[src/rtl/vending_pkg.sv]
// Shared definitions for the vending-machine front end.
// Holds the keypad FSM state encoding, the frame classification type,
// the key-code map used by the vending FSM, and the frame classifier helpers.
package vending_pkg;

  typedef enum logic [1:0] {
    ST_IDLE     = 2'd0,
    ST_DEBOUNCE = 2'd1,
    ST_PRESSED  = 2'd2,
    ST_RELEASE  = 2'd3
  } kp_state_e;

  typedef enum logic [1:0] {
    FRAME_NONE   = 2'd0,
    FRAME_SINGLE = 2'd1,
    FRAME_MULTI  = 2'd2
  } frame_class_e;

  localparam logic [3:0] KEY_COIN_1  = 4'd0;
  localparam logic [3:0] KEY_COIN_5  = 4'd1;
  localparam logic [3:0] KEY_COIN_10 = 4'd2;
  localparam logic [3:0] KEY_GOODS_A = 4'd4;
  localparam logic [3:0] KEY_GOODS_B = 4'd5;
  localparam logic [3:0] KEY_QTY     = 4'd6;
  localparam logic [3:0] KEY_OK      = 4'd14;
  localparam logic [3:0] KEY_CANCEL  = 4'd15;

  // Classify a full-keypad frame by how many keys read as closed.
  function automatic frame_class_e classify_frame(input logic [15:0] snap);
    logic [4:0] ones;
    ones = 5'd0;
    for (int i = 0; i < 16; i++) begin
      ones = ones + {4'd0, snap[i]};
    end
    if (ones == 5'd0) begin
      return FRAME_NONE;
    end else if (ones == 5'd1) begin
      return FRAME_SINGLE;
    end else begin
      return FRAME_MULTI;
    end
  endfunction

  // Index of the set bit; only meaningful when the frame is FRAME_SINGLE.
  function automatic logic [3:0] frame_code(input logic [15:0] snap);
    logic [3:0] code;
    code = 4'd0;
    for (int i = 0; i < 16; i++) begin
      if (snap[i]) begin
        code = 4'(i);
      end
    end
    return code;
  endfunction

endpackage

[src/rtl/sync_2ff.sv]
// Two-flop synchronizer for the 4-bit keypad column sense lines.
// Ports: clk - sampling clock; rst_n - async active-low reset (outputs 4'b1111,
// i.e. all columns idle-high); d - asynchronous input; q - synchronized output.
module sync_2ff (
  input  logic       clk,
  input  logic       rst_n,
  input  logic [3:0] d,
  output logic [3:0] q
);

  logic [3:0] meta_q;
  logic [3:0] sync_q;

  // Metastability stage followed by the stable output stage.
  always_ff @(posedge clk or negedge rst_n) begin
    if (!rst_n) begin
      meta_q <= 4'b1111;
      sync_q <= 4'b1111;
    end else begin
      meta_q <= d;
      sync_q <= meta_q;
    end
  end

  assign q = sync_q;

endmodule

[src/rtl/keypad_scan.sv]
// 4x4 matrix keypad scanner with whole-frame debounce.
// Ports: sys_clk - system clock; sys_rst_n - async active-low reset;
// key_row - active-low row drive (one row low at a time);
// key_col - active-low column sense (asynchronous, pulled up);
// key_code - last accepted key (row*4 + col); key_valid - one-cycle accept pulse;
// key_held - high from accepted press until the release is accepted.
module keypad_scan
  import vending_pkg::*;
#(
  parameter int unsigned SCAN_DIV        = 100_000,
  parameter int unsigned DEBOUNCE_FRAMES = 5
) (
  input  logic       sys_clk,
  input  logic       sys_rst_n,
  output logic [3:0] key_row,
  input  logic [3:0] key_col,
  output logic [3:0] key_code,
  output logic       key_valid,
  output logic       key_held
);

  localparam int unsigned     DIV_W    = (SCAN_DIV > 1) ? $clog2(SCAN_DIV) : 1;
  localparam logic [DIV_W-1:0] DIV_LAST = DIV_W'(SCAN_DIV - 1);
  localparam logic [3:0]       DEB_N    = 4'(DEBOUNCE_FRAMES);

  logic [3:0]       col_sync_s;
  logic             tick_s;
  logic             frame_done_s;
  frame_class_e     frame_cls_s;
  logic [3:0]       frame_code_s;
  logic [3:0]       cnt_inc_s;

  logic [DIV_W-1:0] div_q, div_d;
  logic [1:0]       row_idx_q, row_idx_d;
  logic [3:0]       key_row_q, key_row_d;
  logic [15:0]      snapshot_q, snapshot_d;
  kp_state_e        state_q, state_d;
  logic [3:0]       cnt_q, cnt_d;
  logic [3:0]       cand_q, cand_d;
  logic [3:0]       key_code_q, key_code_d;
  logic             key_valid_q, key_valid_d;
  logic             key_held_q, key_held_d;

  sync_2ff u_col_sync (
    .clk   (sys_clk),
    .rst_n (sys_rst_n),
    .d     (key_col),
    .q     (col_sync_s)
  );

  // Row-slot divider, row stepping and per-row snapshot capture.
  always_comb begin
    tick_s     = (div_q == DIV_LAST);
    div_d      = tick_s ? '0 : div_q + DIV_W'(1);
    row_idx_d  = tick_s ? row_idx_q + 2'd1 : row_idx_q;
    key_row_d  = ~(4'b0001 << row_idx_d);
    snapshot_d = snapshot_q;
    if (tick_s) begin
      // Columns are active-low; store closed keys as ones.
      snapshot_d[{row_idx_q, 2'b00} +: 4] = ~col_sync_s;
    end else begin
      snapshot_d = snapshot_q;
    end
    // The row-3 tick completes the frame; classify including that row's sample.
    frame_done_s = tick_s && (row_idx_q == 2'd3);
    frame_cls_s  = classify_frame(snapshot_d);
    frame_code_s = frame_code(snapshot_d);
  end

  // Debounce / press / release state machine, stepped once per completed frame.
  always_comb begin
    state_d     = state_q;
    cnt_d       = cnt_q;
    cand_d      = cand_q;
    key_code_d  = key_code_q;
    key_valid_d = 1'b0;
    key_held_d  = key_held_q;
    cnt_inc_s   = cnt_q + 4'd1;
    if (frame_done_s) begin
      case (state_q)
        ST_IDLE: begin
          if (frame_cls_s == FRAME_SINGLE) begin
            cand_d = frame_code_s;
            if (DEB_N <= 4'd1) begin
              state_d     = ST_PRESSED;
              cnt_d       = 4'd0;
              key_code_d  = frame_code_s;
              key_valid_d = 1'b1;
              key_held_d  = 1'b1;
            end else begin
              state_d = ST_DEBOUNCE;
              cnt_d   = 4'd1;
            end
          end else begin
            state_d = ST_IDLE;
          end
        end
        ST_DEBOUNCE: begin
          if ((frame_cls_s == FRAME_SINGLE) && (frame_code_s == cand_q)) begin
            if (cnt_inc_s >= DEB_N) begin
              state_d     = ST_PRESSED;
              cnt_d       = 4'd0;
              key_code_d  = cand_q;
              key_valid_d = 1'b1;
              key_held_d  = 1'b1;
            end else begin
              cnt_d = cnt_inc_s;
            end
          end else begin
            state_d = ST_IDLE;
            cnt_d   = 4'd0;
          end
        end
        ST_PRESSED: begin
          // Any key activity while held keeps us here; no roll-over.
          if (frame_cls_s == FRAME_NONE) begin
            if (DEB_N <= 4'd1) begin
              state_d    = ST_IDLE;
              cnt_d      = 4'd0;
              key_held_d = 1'b0;
            end else begin
              state_d = ST_RELEASE;
              cnt_d   = 4'd1;
            end
          end else begin
            state_d = ST_PRESSED;
          end
        end
        ST_RELEASE: begin
          if (frame_cls_s == FRAME_NONE) begin
            if (cnt_inc_s >= DEB_N) begin
              state_d    = ST_IDLE;
              cnt_d      = 4'd0;
              key_held_d = 1'b0;
            end else begin
              cnt_d = cnt_inc_s;
            end
          end else begin
            state_d = ST_PRESSED;
            cnt_d   = 4'd0;
          end
        end
        default: begin
          state_d    = ST_IDLE;
          cnt_d      = 4'd0;
          key_held_d = 1'b0;
        end
      endcase
    end else begin
      state_d = state_q;
    end
  end

  // State and registered outputs.
  always_ff @(posedge sys_clk or negedge sys_rst_n) begin
    if (!sys_rst_n) begin
      div_q       <= '0;
      row_idx_q   <= 2'd0;
      key_row_q   <= 4'b1110;
      snapshot_q  <= 16'd0;
      state_q     <= ST_IDLE;
      cnt_q       <= 4'd0;
      cand_q      <= 4'd0;
      key_code_q  <= 4'd0;
      key_valid_q <= 1'b0;
      key_held_q  <= 1'b0;
    end else begin
      div_q       <= div_d;
      row_idx_q   <= row_idx_d;
      key_row_q   <= key_row_d;
      snapshot_q  <= snapshot_d;
      state_q     <= state_d;
      cnt_q       <= cnt_d;
      cand_q      <= cand_d;
      key_code_q  <= key_code_d;
      key_valid_q <= key_valid_d;
      key_held_q  <= key_held_d;
    end
  end

  assign key_row   = key_row_q;
  assign key_code  = key_code_q;
  assign key_valid = key_valid_q;
  assign key_held  = key_held_q;

endmodule
[config.mk]
export PLATFORM = sky130hd
export DESIGN_NAME = keypad_scan
export DESIGN_NICKNAME = d
export VERILOG_FILES = /design/src/rtl/vending_pkg.sv /design/src/rtl/sync_2ff.sv /design/src/rtl/keypad_scan.sv
export SDC_FILE = /design/constraint.sdc
export NUM_CORES = 1
export LEC_CHECK = 0
export BUFFER_PORTS_ARGS = -buffer_cell sky130_fd_sc_hd__clkbuf_2
export CELL_PAD_IN_SITES_DETAIL_PLACEMENT = 1
export CELL_PAD_IN_SITES_GLOBAL_PLACEMENT = 1
export CORE_UTILIZATION = 49
export CTS_CLUSTER_DIAMETER = 60
export DETAILED_ROUTE_END_ITERATION = 12
export PLACE_DENSITY_LB_ADDON = 0.1
export SETUP_SLACK_MARGIN = 0.1
export SYNTH_ARGS = -nofsm -noshare
export SYNTH_HDL_FRONTEND = slang
export SYNTH_HIERARCHICAL = 1
export SYNTH_SLANG_ARGS = --single-unit
[constraint.sdc]
create_clock -name sys_clk -period 8.3 [get_ports sys_clk]
set_input_delay 1.245 -clock sys_clk [delete_from_list [all_inputs] [get_ports sys_clk]]
set_output_delay 1.245 -clock sys_clk [all_outputs]
set_load 0.01 [all_outputs]
==> impl_results.md <==
* Fin. max-slew vios at 0
* Postcts setup bufs at 0
* Final Hold Viols at 0
* Clock skew after layout at between 0.01 and 0.015 ns
* Routed WL at 8990 um
* I/O Buffers at 15
* Post-Synthesis Cells at 376
* Max Clock Freq at 0.137 GHz
* GP Congestion at around 0.85
* Syn avg cell area at about 9.9 um2
* Setup violators final at 0
* Max-cap violations at 0
* Placed cell areas at 0.00386 mm2
* Final period util at slightly below 90%
* DRT Pass-1 Iters at 4
* Number of synthesized flops with an enable pin at 0
* Clock Root Buffer: clkbuf_8
* Vias at 2846
* Hold_buf cts at 0
* Global route overflow at 0
* Rel. slew slack at 46.7%
* Post-DP HPWL at roughly 6500 um
* Placed Instances at 482
* CP max FO at 17
* Critical Path Source Type: register
* Post-Place Worst Slack at 1.04 ns
* Clock edge transition at the registers on the reported setup and hold paths at 0.07 ns
* Core box area at ~0.0073 mm2
* Top-area cell type share of the netlist area at 35.1%
* Setup TNS at 0 ns
* CTS resizes at 0
* Outcome: finished clean
* CTS Buffer Depth at 2
* Required time of the critical path at 8.53 ns
* Cell area power density at 153 mW/mm2
* Cell taking the most area after synthesis: dfrtp_1
* DRT iter0 DRCs at 179
* Flops & latches, synth at 63
* HP Class: register to register
* Num CTS Buffers at 9
* Initial antenna violation count at 0
* Largest net degree at the start of global routing at 64
* Synth top area cells: dfrtp_1 35%, dfstp_2 7.8%, fa_1 5.4%
* CTS tree: yes
* Number of nets with antenna violations after routing at 0
* Htree depth at 3
* Post-Syn Nets at 406
* N_diodes at 0
* Seq/Total Area, Yosys at a little over two fifths
* Setup WS post-layout at slightly below 1 ns
* Leakage power at 1.85 nW
* CP Capture Type: register
* Chip width at between 80 and 90 um
* Total Power at between 0.6 and 0.7 mW
* Least-Margin Pin Slew at 0.800 ns
* Area Overhead vs Synth at 10.4%
* Netlist cell types at 65
* Synthesized cell area at 0.00371 mm2
* Tmin final at 7.31 ns
* WL per Instance at 18.0 um
* Minimum hold slack at 0.360 ns
* WP data arrival at around 7.5 ns
* Vias/cell at 5.70
* Synth Flop Type: dfrtp_1
* Initial Util at 50.8%
* Fin util at 56.1%
* Die Y-Extent at 89.0 um
* Residual DRC at 0
* WS Path Type: register to register
* Maximum vdd drop at 0.0956 mV
* Non-filler cells, final at 499
* First-pass GRT wire length at 15000 um
* Unrepaired setup endpoints after global routing: false
* Io pins at 16
* Die Footprint at 0.00791 mm2
* YS warnings at 6
* CTS sink count at 63
* Final Net Count at 425
* GRT Total Usage at between 20% and 30%
* Clk Latency, worst-skew pair at 0.35 ns
* Post-route cell area at 0.00409 mm2
* Vias in the first global route at roughly 2900
* Asr flop ratio synth at 100%
* Row count at 31
* Layout cells sized above 1 at 16.8%
worst max-delay path, stage by stage (launching register included):
cell and delay [ns]:
dfrtp_1 0.40, ha_1 0.22, and4_1 0.29, and4_1 0.71
nand2_1 0.36, o31ai_1 0.46, inv_1 0.12, fa_1 0.52
fa_1 0.59, fa_1 0.45, fa_1 0.51, inv_1 0.05
ha_1 0.22, fa_1 0.43, nor3_1 0.18, nand2_1 0.13
or4_1 0.52, or4_1 0.66, mux2_4 0.35
registers in the layout, summed over array words and instances, names as in the netlist:
| signal | count |
|---|---|
| cand_q | 4 |
| cnt_q | 4 |
| div_q | 17 |
| key_code | 4 |
| key_held | 1 |
| key_row | 4 |
| key_valid | 1 |
| row_idx_q | 2 |
| snapshot_q | 16 |
| state_q | 2 |
| u_col_sync/meta_q | 4 |
| u_col_sync/q | 4 |
path summary, 6_finish.rpt:
check | from | end | slack (ns) | cells after the start
hold reg to reg | u_col_sync/meta_q[1]$_DFF_PN1_ | u_col_sync/q[1]$_DFF_PN1_ | 0.36 | 0
setup / recovery | div_q[0]$_DFF_PN0_ | key_code[1]$_DFFE_PN0P_ | 0.99 | 18
hold / removal | u_col_sync/meta_q[1]$_DFF_PN1_ | u_col_sync/q[1]$_DFF_PN1_ | 0.36 | 0
max in group asynchronous | sys_rst_n | key_code[1]$_DFFE_PN0P_ | 6.69 | 2
min in group asynchronous | sys_rst_n | div_q[16]$_DFF_PN0_ | 1.05 | 2
setup reg to reg | div_q[0]$_DFF_PN0_ | key_code[1]$_DFFE_PN0P_ | 0.99 | 18
cell type report:
cell class	count	area, um2
Fill cell	878	3200
Multi-Input combinational cell	262	1910
Sequential cell	63	1590
Inverter	41	154
Clock buffer	11	141
Tap cell	99	124
Timing Repair Buffer	18	95.1
Clock inverter	5	81.3
where the power goes:
part	switching, mW	internal [mW]
sequential	0.00376	0.311
clock	0.125	0.177
combinational	0.00720	0.00189
total	0.136	0.490
logic make-up after synthesis:
group | synth area share (%)
mux | 3.14
flops | 42.9
compound gates | 15.4
simple gates | 19.5
fa+ha+maj | 10.1
xor+xnor | 3.31
buf+inv | 5.64
Yosys cell counts (3+ instances only):
cell      number
dfrtp_1       52
inv_1         40
nand2_1       30
o21ai_0       30
nor2_1        28
a21oi_1       17
ha_1          14
nand3_1       13
dfstp_2       11
fa_1          10
nor3_1        10
xnor2_1       10
o31ai_1        6
clkbuf_1       5
mux2_4         5
nand2b_1       5
nand4_1        5
or3_1          5
and2_1         4
o211ai_1       4
xor2_1         4
a211oi_1       3
and4_1         3
mux2i_1        3
nor3b_1        3
or2_2          3
or4_1          3
cells in the final DEF (no fill, tap or decap), drive strengths merged, types with 10 or more instances in the layout:
master / Yosys / layout
inv: 40 / 40
xnor2: 10 / 10
a21oi: 18 / 18
ha: 14 / 14
fa: 10 / 10
dfstp: 11 / 11
nor2: 28 / 28
nand2: 32 / 32
o21ai: 31 / 31
dfrtp: 52 / 52
clkbuf: 5 / 27
nand3: 13 / 13
nor3: 11 / 11
routing by layer:
metal  GRT usage (%)  up-vias  part of all wire (%)
met4            6.35        0                   1.1
met3            4.99        9                   2.4
li1                -     1346                     -
met2            40.9       29                    48
met5               0        -                     0
met1            37.0     1462                    48
Power figures use the tool's default switching activity.
